## config.mk

```make
export PLATFORM = sky130hd
export DESIGN_NAME = dma_tcdm_burst_bridge
export DESIGN_NICKNAME = d
export VERILOG_FILES = /design/src/rtl/dma_tcdm_burst_bridge.sv
export SDC_FILE = /design/constraint.sdc
export NUM_CORES = 1
export LEC_CHECK = 0
export ABC_AREA = 1
export BUFFER_PORTS_ARGS = -buffer_cell sky130_fd_sc_hd__buf_2
export CORE_ASPECT_RATIO = 0.6
export CORE_MARGIN = 5
export CORE_UTILIZATION = 40
export DETAILED_ROUTE_END_ITERATION = 8
export GPL_TIMING_DRIVEN = 0
export PLACE_DENSITY = 0.66
export SLEW_MARGIN = 20
export SYNTH_ARGS = -nofsm -noshare
export SYNTH_HDL_FRONTEND = slang
export SYNTH_SLANG_ARGS = --single-unit
```

## constraint.sdc

```tcl
create_clock -name clk_i -period 12.83 [get_ports clk_i]
set_input_delay 0 -clock clk_i [delete_from_list [all_inputs] [get_ports clk_i]]
set_output_delay 0 -clock clk_i [all_outputs]
set_load 0.05 [all_outputs]
```

## src/rtl/dma_tcdm_burst_bridge.sv

```systemverilog
// dma_tcdm_burst_bridge
//   Turns a single DMA burst command into a sequence of wide beats, each beat
//   split across NumBanks parallel TCDM bank ports. Write beats stream data
//   straight through to the banks; read beats are reassembled from per-bank
//   responses and queued in a small response FIFO. One burst is in flight.
//
// Ports
//   clk_i, rst_i                      clock, synchronous active-high reset
//   cmd_*                             burst command (addr, len = beats-1, write, id)
//   wdata_valid_i/wdata_ready_o,
//   wdata_i, wstrb_i                  write beat stream
//   rdata_valid_o/rdata_ready_i,
//   rdata_o, rdata_id_o, rdata_last_o read beat stream
//   wresp_valid_o/wresp_ready_i,
//   wresp_id_o                        write completion
//   mem_req_o/mem_gnt_i, mem_addr_o,
//   mem_wen_o (0 = write), mem_be_o,
//   mem_wdata_o                       per-bank request side (bank k = slice k)
//   mem_rvalid_i, mem_rdata_i         per-bank response, one cycle after grant
//   busy_o                            a command is accepted but not complete
//   dbg_state_o                       current FSM state (IDLE=0, ISSUE=1, DRAIN=2)
//
// Handshakes: every valid/ready pair transfers exactly in a cycle where both
// are high at the rising edge; a producer never withdraws valid or changes its
// payload before that transfer, and ready may depend combinationally on valid.
// The bank req/gnt pair is the exception: req stays up until gnt, gnt is
// honoured only for banks that are requesting.

module dma_tcdm_burst_bridge #(
  parameter int NumBanks      = 2,
  parameter int BankDataWidth = 32,
  parameter int AddrWidth     = 32,
  parameter int IdWidth       = 4,
  parameter int RespDepth     = 4
) (
  input  logic                                 clk_i,
  input  logic                                 rst_i,
  input  logic                                 cmd_valid_i,
  output logic                                 cmd_ready_o,
  input  logic [AddrWidth-1:0]                 cmd_addr_i,
  input  logic [7:0]                           cmd_len_i,
  input  logic                                 cmd_write_i,
  input  logic [IdWidth-1:0]                   cmd_id_i,
  input  logic                                 wdata_valid_i,
  output logic                                 wdata_ready_o,
  input  logic [NumBanks*BankDataWidth-1:0]    wdata_i,
  input  logic [NumBanks*BankDataWidth/8-1:0]  wstrb_i,
  output logic                                 rdata_valid_o,
  input  logic                                 rdata_ready_i,
  output logic [NumBanks*BankDataWidth-1:0]    rdata_o,
  output logic [IdWidth-1:0]                   rdata_id_o,
  output logic                                 rdata_last_o,
  output logic                                 wresp_valid_o,
  input  logic                                 wresp_ready_i,
  output logic [IdWidth-1:0]                   wresp_id_o,
  output logic [NumBanks-1:0]                  mem_req_o,
  input  logic [NumBanks-1:0]                  mem_gnt_i,
  output logic [NumBanks*AddrWidth-1:0]        mem_addr_o,
  output logic [NumBanks-1:0]                  mem_wen_o,
  output logic [NumBanks*BankDataWidth/8-1:0]  mem_be_o,
  output logic [NumBanks*BankDataWidth-1:0]    mem_wdata_o,
  input  logic [NumBanks-1:0]                  mem_rvalid_i,
  input  logic [NumBanks*BankDataWidth-1:0]    mem_rdata_i,
  output logic                                 busy_o,
  output logic [1:0]                           dbg_state_o
);

  localparam int BW        = NumBanks * BankDataWidth;
  localparam int BeatBytes = BW / 8;
  localparam int BankBytes = BankDataWidth / 8;
  localparam int PtrW      = (RespDepth > 1) ? $clog2(RespDepth) : 1;
  localparam int CntW      = $clog2(RespDepth + 1);

  localparam logic [AddrWidth-1:0] AlignMask = AddrWidth'(BeatBytes - 1);
  localparam logic [AddrWidth-1:0] BeatInc   = AddrWidth'(BeatBytes);
  localparam logic [CntW:0]        DepthLim  = (CntW + 1)'(RespDepth);
  localparam logic [PtrW-1:0]      PtrLast   = PtrW'(RespDepth - 1);

  typedef enum logic [1:0] {
    IDLE  = 2'd0,
    ISSUE = 2'd1,
    DRAIN = 2'd2
  } state_e;

  state_e state_q, state_d;

  // Burst context
  logic [AddrWidth-1:0]     beat_addr_q;
  logic [7:0]               len_q;
  logic [7:0]               issue_cnt_q;  // beats retired on the request side
  logic [7:0]               rsp_cnt_q;    // read beats pushed into the FIFO
  logic                     write_q;
  logic [IdWidth-1:0]       id_q;
  logic [NumBanks-1:0]      gnt_mask_q;   // banks already granted this beat

  // Read response reassembly
  logic [NumBanks-1:0]      pend_rv_q;    // banks whose rvalid is due this cycle
  logic [NumBanks-1:0]      hold_vld_q;
  logic [BankDataWidth-1:0] hold_data_q [NumBanks];
  logic [CntW-1:0]          inflight_q;   // read beats retired, not yet pushed

  // Response FIFO
  logic [BW-1:0]            fifo_data_q [RespDepth];
  logic [RespDepth-1:0]     fifo_last_q;
  logic [PtrW-1:0]          wr_ptr_q, rd_ptr_q;
  logic [CntW-1:0]          fifo_cnt_q;

  logic                     cmd_fire, can_issue, retire, last_retire;
  logic                     push, pop;
  logic [NumBanks-1:0]      gnt_eff, rv_eff, got;
  logic [BW-1:0]            push_data;
  logic [CntW:0]            occupancy;

  assign cmd_fire  = cmd_valid_i & cmd_ready_o;
  assign occupancy = {1'b0, fifo_cnt_q} + {1'b0, inflight_q};

  // Writes need the beat data present; reads need guaranteed FIFO room for
  // every beat that could still land, so the FIFO can never overflow.
  assign can_issue = write_q ? wdata_valid_i : (occupancy < DepthLim);

  assign mem_req_o   = (state_q == ISSUE && can_issue) ? ~gnt_mask_q : '0;
  assign gnt_eff     = mem_req_o & mem_gnt_i;
  assign retire      = (|gnt_eff) && (&(gnt_mask_q | gnt_eff));
  assign last_retire = retire && (issue_cnt_q == len_q);

  for (genvar k = 0; k < NumBanks; k++) begin : g_bank_addr
    assign mem_addr_o[k*AddrWidth +: AddrWidth] = beat_addr_q + AddrWidth'(k * BankBytes);
  end

  assign mem_wen_o     = {NumBanks{~write_q}};
  assign mem_be_o      = write_q ? wstrb_i : '1;
  assign mem_wdata_o   = wdata_i;
  assign wdata_ready_o = retire & write_q;

  // Only banks granted for a read last cycle may deliver data; anything else
  // (write beats, stale responses after reset) is dropped here.
  assign rv_eff = mem_rvalid_i & pend_rv_q;
  assign got    = hold_vld_q | rv_eff;
  assign push   = (|rv_eff) && (&got);

  always_comb begin
    push_data = '0;
    for (int k = 0; k < NumBanks; k++) begin
      push_data[k*BankDataWidth +: BankDataWidth] =
        rv_eff[k] ? mem_rdata_i[k*BankDataWidth +: BankDataWidth] : hold_data_q[k];
    end
  end

  assign rdata_valid_o = (fifo_cnt_q != '0);
  assign rdata_o       = fifo_data_q[rd_ptr_q];
  assign rdata_last_o  = fifo_last_q[rd_ptr_q];
  assign rdata_id_o    = id_q;
  assign pop           = rdata_valid_o & rdata_ready_i;

  assign wresp_valid_o = (state_q == DRAIN) & write_q;
  assign wresp_id_o    = id_q;
  assign cmd_ready_o   = (state_q == IDLE) & ~rst_i;
  assign busy_o        = (state_q != IDLE);
  assign dbg_state_o   = state_q;

  always_comb begin
    state_d = state_q;
    unique case (state_q)
      IDLE:  if (cmd_fire) state_d = ISSUE;
      ISSUE: if (last_retire) state_d = DRAIN;
      DRAIN: begin
        if (write_q) begin
          if (wresp_ready_i) state_d = IDLE;
        end else if (pop && rdata_last_o) begin
          state_d = IDLE;
        end
      end
      default: state_d = IDLE;
    endcase
  end

  always_ff @(posedge clk_i) begin
    if (rst_i) begin
      state_q     <= IDLE;
      beat_addr_q <= '0;
      len_q       <= '0;
      issue_cnt_q <= '0;
      rsp_cnt_q   <= '0;
      write_q     <= 1'b0;
      id_q        <= '0;
      gnt_mask_q  <= '0;
      pend_rv_q   <= '0;
      hold_vld_q  <= '0;
      inflight_q  <= '0;
      fifo_last_q <= '0;
      wr_ptr_q    <= '0;
      rd_ptr_q    <= '0;
      fifo_cnt_q  <= '0;
      for (int k = 0; k < NumBanks; k++) hold_data_q[k] <= '0;
      for (int i = 0; i < RespDepth; i++) fifo_data_q[i] <= '0;
    end else begin
      state_q <= state_d;

      if (cmd_fire) begin
        beat_addr_q <= cmd_addr_i & ~AlignMask;
        len_q       <= cmd_len_i;
        write_q     <= cmd_write_i;
        id_q        <= cmd_id_i;
        issue_cnt_q <= '0;
        rsp_cnt_q   <= '0;
        gnt_mask_q  <= '0;
      end else if (retire) begin
        gnt_mask_q  <= '0;
        beat_addr_q <= beat_addr_q + BeatInc;
        issue_cnt_q <= issue_cnt_q + 8'd1;
      end else begin
        gnt_mask_q  <= gnt_mask_q | gnt_eff;
      end

      pend_rv_q <= write_q ? '0 : gnt_eff;

      // Each bank's word is parked until the slowest bank of the beat returns.
      if (push) begin
        hold_vld_q <= '0;
      end else begin
        hold_vld_q <= got;
      end
      for (int k = 0; k < NumBanks; k++) begin
        if (rv_eff[k]) hold_data_q[k] <= mem_rdata_i[k*BankDataWidth +: BankDataWidth];
      end

      inflight_q <= inflight_q + CntW'(retire & ~write_q) - CntW'(push);

      if (push) begin
        fifo_data_q[wr_ptr_q] <= push_data;
        fifo_last_q[wr_ptr_q] <= (rsp_cnt_q == len_q);
        wr_ptr_q              <= (wr_ptr_q == PtrLast) ? '0 : wr_ptr_q + PtrW'(1);
        rsp_cnt_q             <= rsp_cnt_q + 8'd1;
      end
      if (pop) begin
        rd_ptr_q <= (rd_ptr_q == PtrLast) ? '0 : rd_ptr_q + PtrW'(1);
      end
      unique case ({push, pop})
        2'b10:   fifo_cnt_q <= fifo_cnt_q + CntW'(1);
        2'b01:   fifo_cnt_q <= fifo_cnt_q - CntW'(1);
        default: fifo_cnt_q <= fifo_cnt_q;
      endcase
    end
  end

endmodule
```

## After elaboration in Yosys (flattened, before gate mapping)

Memory sizes are Yosys's and may differ from the RTL's. A register that Yosys moved wholly into a read port is not among the register bits.
Index checks and enable logic that the tools add are counted.

- $add $sub $neg: 11
- Multipliers: 0
- Div/mod/pow operators: 0
- Order comparisons: 4
- Equal/unequal tests: 12
- Shifts and indexed selects: 0
- Muxes and demuxes: 41
- Bitwise operators: 16
- Reductions and logical operators: 22

Operators by type and width:

| operator | count |
|---|---|
| $mux W32 | 6 |
| $mux W64 | 1 |
| $reduce_or A64 Y1 | 1 |
| $add A32 B3 Y32 const B | 1 |
| $add A32 B4 Y32 const B | 1 |
| $mux W8 | 3 |
| $mux W2 | 11 |
| $add A8 B1 Y8 const B | 2 |
| $eq A8 B8 Y1 | 2 |
| $mux W1 | 15 |
| $reduce_or A2 Y1 | 5 |
| $eq A2 B2 Y1 const B | 4 |
| $reduce_bool A2 Y1 | 4 |
| $logic_and A1 B1 Y1 | 6 |
| $lt A2 B3 Y1 const B | 2 |
| $pmux W2 S3 | 1 |
| $pmux W3 S2 | 1 |
| $and A1 B1 Y1 | 5 |
| $add A2 B1 Y2 const B | 2 |
| $add A3 B3 Y4 | 1 |
| $and A2 B2 Y2 | 2 |
| $bwmux W4 | 1 |
| $eq A2 B1 Y1 const B | 2 |
| $lt A4 B3 Y1 const B | 1 |
| other kinds (21) | 26 |

- Register bits: 83
- Bits in latches: 0
- RAM bits: 320
- Bits in read-only memories: 0
- Output and inout bits: 220
- Logic and storage cells: 124
- Memories: 2

Memories:

| name | depth | bits a word | read ports | clocked after memory_dff | wr ports | line | source |
|---|---|---|---|---|---|---|---|
| fifo_data_q | 4 | 64 | 1 | 1 | 4 | 103 | `logic [BW-1:0] fifo_data_q [RespDepth];` |
| hold_data_q | 2 | 32 | 2 | 0 | 2 | 99 | `logic [BankDataWidth-1:0] hold_data_q [NumBanks];` |

## Depth between registers and ports, before layout

- Word-level depth: 12
- Depth in mapped cells: 17

## Least setup slack after synthesis

OpenSTA, ideal clock, no wires.

- Path kind: register to register
- Start point: register pend_rv_q[1]
- End point: memory fifo_data_q[3][0] in the netlist's numbering (enable)
- Setup time: 487 ps
- Arrival time: 3571 ps
- Required time: 12343 ps
- Setup slack: 8772 ps
- Stages on the path, launching flop included: 10
- Path buffers: 0
- Period minus slack after synthesis: 4058 ps
- Path through: dfxtp_1 nand2_1 nand2_1 nand3_4 nor2_4 inv_2 nor2_2 inv_1 nand2_1 nor2_1

RTL lines:

| element | line | source |
|---|---|---|
| start: declaration | 97 | `logic [NumBanks-1:0] pend_rv_q;` |
| start signal: assignment | 215 | `pend_rv_q <= write_q ? '0 : gnt_eff;` |
| end: declaration | 103 |  |

==> results.json <==
{
  "post_route_cells_drive_above_1_share": 0.228,
  "hold-path-endpoint": "gnt_mask_q[0]",
  "final_setup_fails": 0,
  "fin_setup_tns_ns": 0,
  "slack_of_the_worst_reg_to_reg_path_ns": 9.85,
  "netlist_top_cells_area": "edfxtp_1 50%, nor2_1 12%, dfxtp_1 8.5%, buf_4 4.2%, o21ai_0 4.2%",
  "post-dp-hpwl_microns": 43300,
  "synthArstFlopShare": 0,
  "clkSlewWorstSetupHoldPaths_ns": 0.07,
  "postRouteWirelength_microns": 61400,
  "drt_pass_1_iters": 5,
  "start_kind": "flop",
  "globalRouteTotalUtil": 0.223,
  "route.antenna.remaining_nets": 0,
  "place.port_buffers": 337,
  "grt_antenna_before_repair": 4,
  "slew_violations": 0,
  "first_global_vias": 16387,
  "clock_tree.root_cell": "clkbuf_16",
  "n_fill_cell": 4436,
  "post_synthesis_share_of_cell_area_spent_on_xor_and_xnor_gates": 0.0146,
  "final_nets": 2776,
  "utilization": 0.513,
  "worst-path-max-fanout": 10,
  "tritoncts_clock_tree": "built",
  "grt_setup_unrepaired": "false",
  "synthMuxAreaShare": 0.00104,
  "synthFlopType": "edfxtp_1",
  "total_die_area_sq_um": 52600,
  "dr_total_vias": 16603,
  "r2r_start": "inflight_q[1]",
  "floorplan.initialDensity": 0.403,
  "drc_errors": 0,
  "static-leakage-power_nw": 10.4,
  "clkLatencyLatePin_ns": 0.55,
  "synth_enable_flop_cells": 320,
  "criticalPathCategory": "flop to output port",
  "htree_num_levels": 2,
  "maximum_achievable_frequency_mhz": 324,
  "ctsResizeCount": 0,
  "vias_per_cell": 5.13,
  "mean_instance_size_in_the_synthesized_netlist_sq_um": 9.31,
  "multi_input_area_sq_um": 6180,
  "hold_start": "wdata_valid_i",
  "final_cell_mix": "603 x nor2_1, 363 x buf_2, 320 x edfxtp_1, 197 x nand2_1, 160 x o21ai_0",
  "post_synth_instance_area_sq_um": 19200,
  "number_of_endpoints_with_negative_hold_slack_in_the_final_report": 0,
  "dieHeight_microns": 180,
  "worst_r2r_endpoint": "inflight_q[2]",
  "final.period_utilization": 0.241,
  "routedWlPerCell_microns": 19.0,
  "max-cap-violations": 0,
  "rows": 62,
  "synth_top_family_by_area": "simple AND/OR/NAND/NOR gates",
  "num_io_pins": 411,
  "adder_cell_area_share_of_the_yosys_netlist": 0.0106,
  "floorplan.core_area_sq_um": 47600,
  "fin_hold_ws_ns": 0.0558,
  "synth-compound-area-share": 0.102,
  "gp_congestion": 0.957,
  "clockBufferDepth": 3,
  "relative_max_transition_margin": 0.289,
  "power.density_nw_per_um2": 125,
  "ff2ff_path_depth": 17,
  "die_x_extent_microns": 293,
  "fin_skew_ns": 0.0302,
  "worst_hold_path_type": "input pin to flop",
  "layout_commonest_cell": "nor2_1",
  "cts_inserted_buffers": 40,
  "worst_slew_pin_slew_ns": 1.07,
  "grt_overflow_total": 0,
  "critPathRequiredTime_ns": 12.83,
  "min_period_ns": 3.09,
  "min_delay_path_depth": 7,
  "worstSetupEndpointType": "output port",
  "cts.sinks": 402,
  "syn-instance-count": 2064,
  "grt_start_max_net_pins": 45,
  "timing.critical_path.arrival_ns": 3.09,
  "synth_simple_gate_area_frac": 0.191,
  "grt_pass1_wl_microns": 93800,
  "vdd.ir_drop.worst_mv": 0.0787,
  "synth_top_area_frac": 0.500,
  "synth.ff_latch_count": 402,
  "result_of_the_run": "complete, no violations",
  "sequential_cell_area_sq_um": 11300,
  "number_of_drc_markers_after_the_initial_detailed_route_iteration": 1609,
  "area_growth_pct": 27.2,
  "netlist.top_cell.by_area": "edfxtp_1",
  "ys_seq_area_frac": 0.586,
  "synth.yosys.warnings": 0,
  "synth_cell_types": 42
}
-- repair_timing --
| item | in CTS | in global routing |
|---|---|---|
| setup buffers | 0 | 0 |
| setup endpoints to repair | 0 | 0 |
| endpoints found under the hold margin | 327 | 0 |
| hold buffers | 115 | 0 |
-- metal layers --
| layer | track usage | vias up | share of wire |
|---|---|---|---|
| met2 | 0.339 | 747 | 0.44 |
| li1 | - | 7818 | - |
| met5 | 0 | - | 0.00011 |
| met4 | 0.0611 | 2 | 0.025 |
| met1 | 0.329 | 7929 | 0.44 |
| met3 | 0.0407 | 107 | 0.086 |
-- registers in the layout (all words and copies together) (netlist names), named ones only --
name / flops
rsp_cnt_q: 8
pend_rv_q: 2
hold_data_q: 64
beat_addr_q: 29
write_q: 1
dbg_state_o: 2
fifo_cnt_q: 3
gnt_mask_q: 2
inflight_q: 3
fifo_last_q: 4
fifo_data_q: 256
len_q: 8
wr_ptr_q: 2
rd_ptr_q: 2
hold_vld_q: 2
issue_cnt_q: 8
rdata_id_o: 4
-- cell usage after synthesis, types with 9 or more instances --
master    instances
nand3_1          59
edfxtp_1        320
dfxtp_1          82
nand4_1          10
inv_1           117
xnor2_1          13
buf_2            26
or2_2            11
buf_4           108
clkbuf_1         59
a22o_1           11
xor2_1           19
nand2_1         202
o22ai_1          65
o21ai_0         160
buf_1             9
o21ai_1          10
buf_6            14
a21oi_1          99
ha_1             13
nor2_1          604
-- final cells by class --
type / instances / share of cell area
Sequential cell: 402 / 0.461
Multi-Input combinational cell: 1324 / 0.253
Timing Repair Buffer: 460 / 0.125
Buffer: 217 / 0.0556
Clock buffer: 42 / 0.0430
Tap cell: 640 / 0.0328
Inverter: 125 / 0.0192
Clock inverter: 26 / 0.0112
Antenna cell: 2 / 0.000205
-- kinds of logic after synthesis --
logic type               after synthesis
AND/OR/NAND/NOR                      913
other                                  2
buffers and inverters                342
XOR/XNOR                              32
AO/OA/AOI/OAI                        356
adder cells (fa/ha/maj)               15
multiplexers                           2
flip-flops                           402
-- power by group --
| group | internal, mW | switching, mW |
|---|---|---|
| clock | 0.697 | 0.515 |
| sequential | 1.45 | 0.0247 |
| combinational | 0.119 | 0.260 |
| total | 2.26 | 0.800 |
-- per-stage QoR --
step	std cells	worst slack, ns	power, mW	cell area (sq um)
floorplan	2068	8.77	1.73	19200
global placement	3045	6.17	1.84	21700
detailed placement	3053	9.84	1.85	21900
CTS	3236	9.74	3.08	24400
global route	3238	9.61	3.16	24400
finish	3238	9.74	3.06	24400
-- worst max path at each step --
stage                    endpoint  cells after the start  slack (ns)
6_report              rdata_o[62]                      7        9.74
5_1_grt               rdata_o[57]                      6        9.61
4_1_cts               rdata_o[57]                      6        9.74
3_5_place_dp        inflight_q[2]                     17        9.84
3_3_place_gp   fifo_data_q[3][37]                      6        6.17
2_1_floorplan   fifo_data_q[3][0]                      9        8.77
-- critical path, stage by stage, from the launching register on --
cell,delay (ns)
dfxtp_1,0.34
buf_2,0.23
inv_1,0.10
clkbuf_1,0.50
clkbuf_1,0.51
o21ai_0,0.16
o22ai_1,0.33
buf_2,0.36
(Power assumes the default switching activity.)
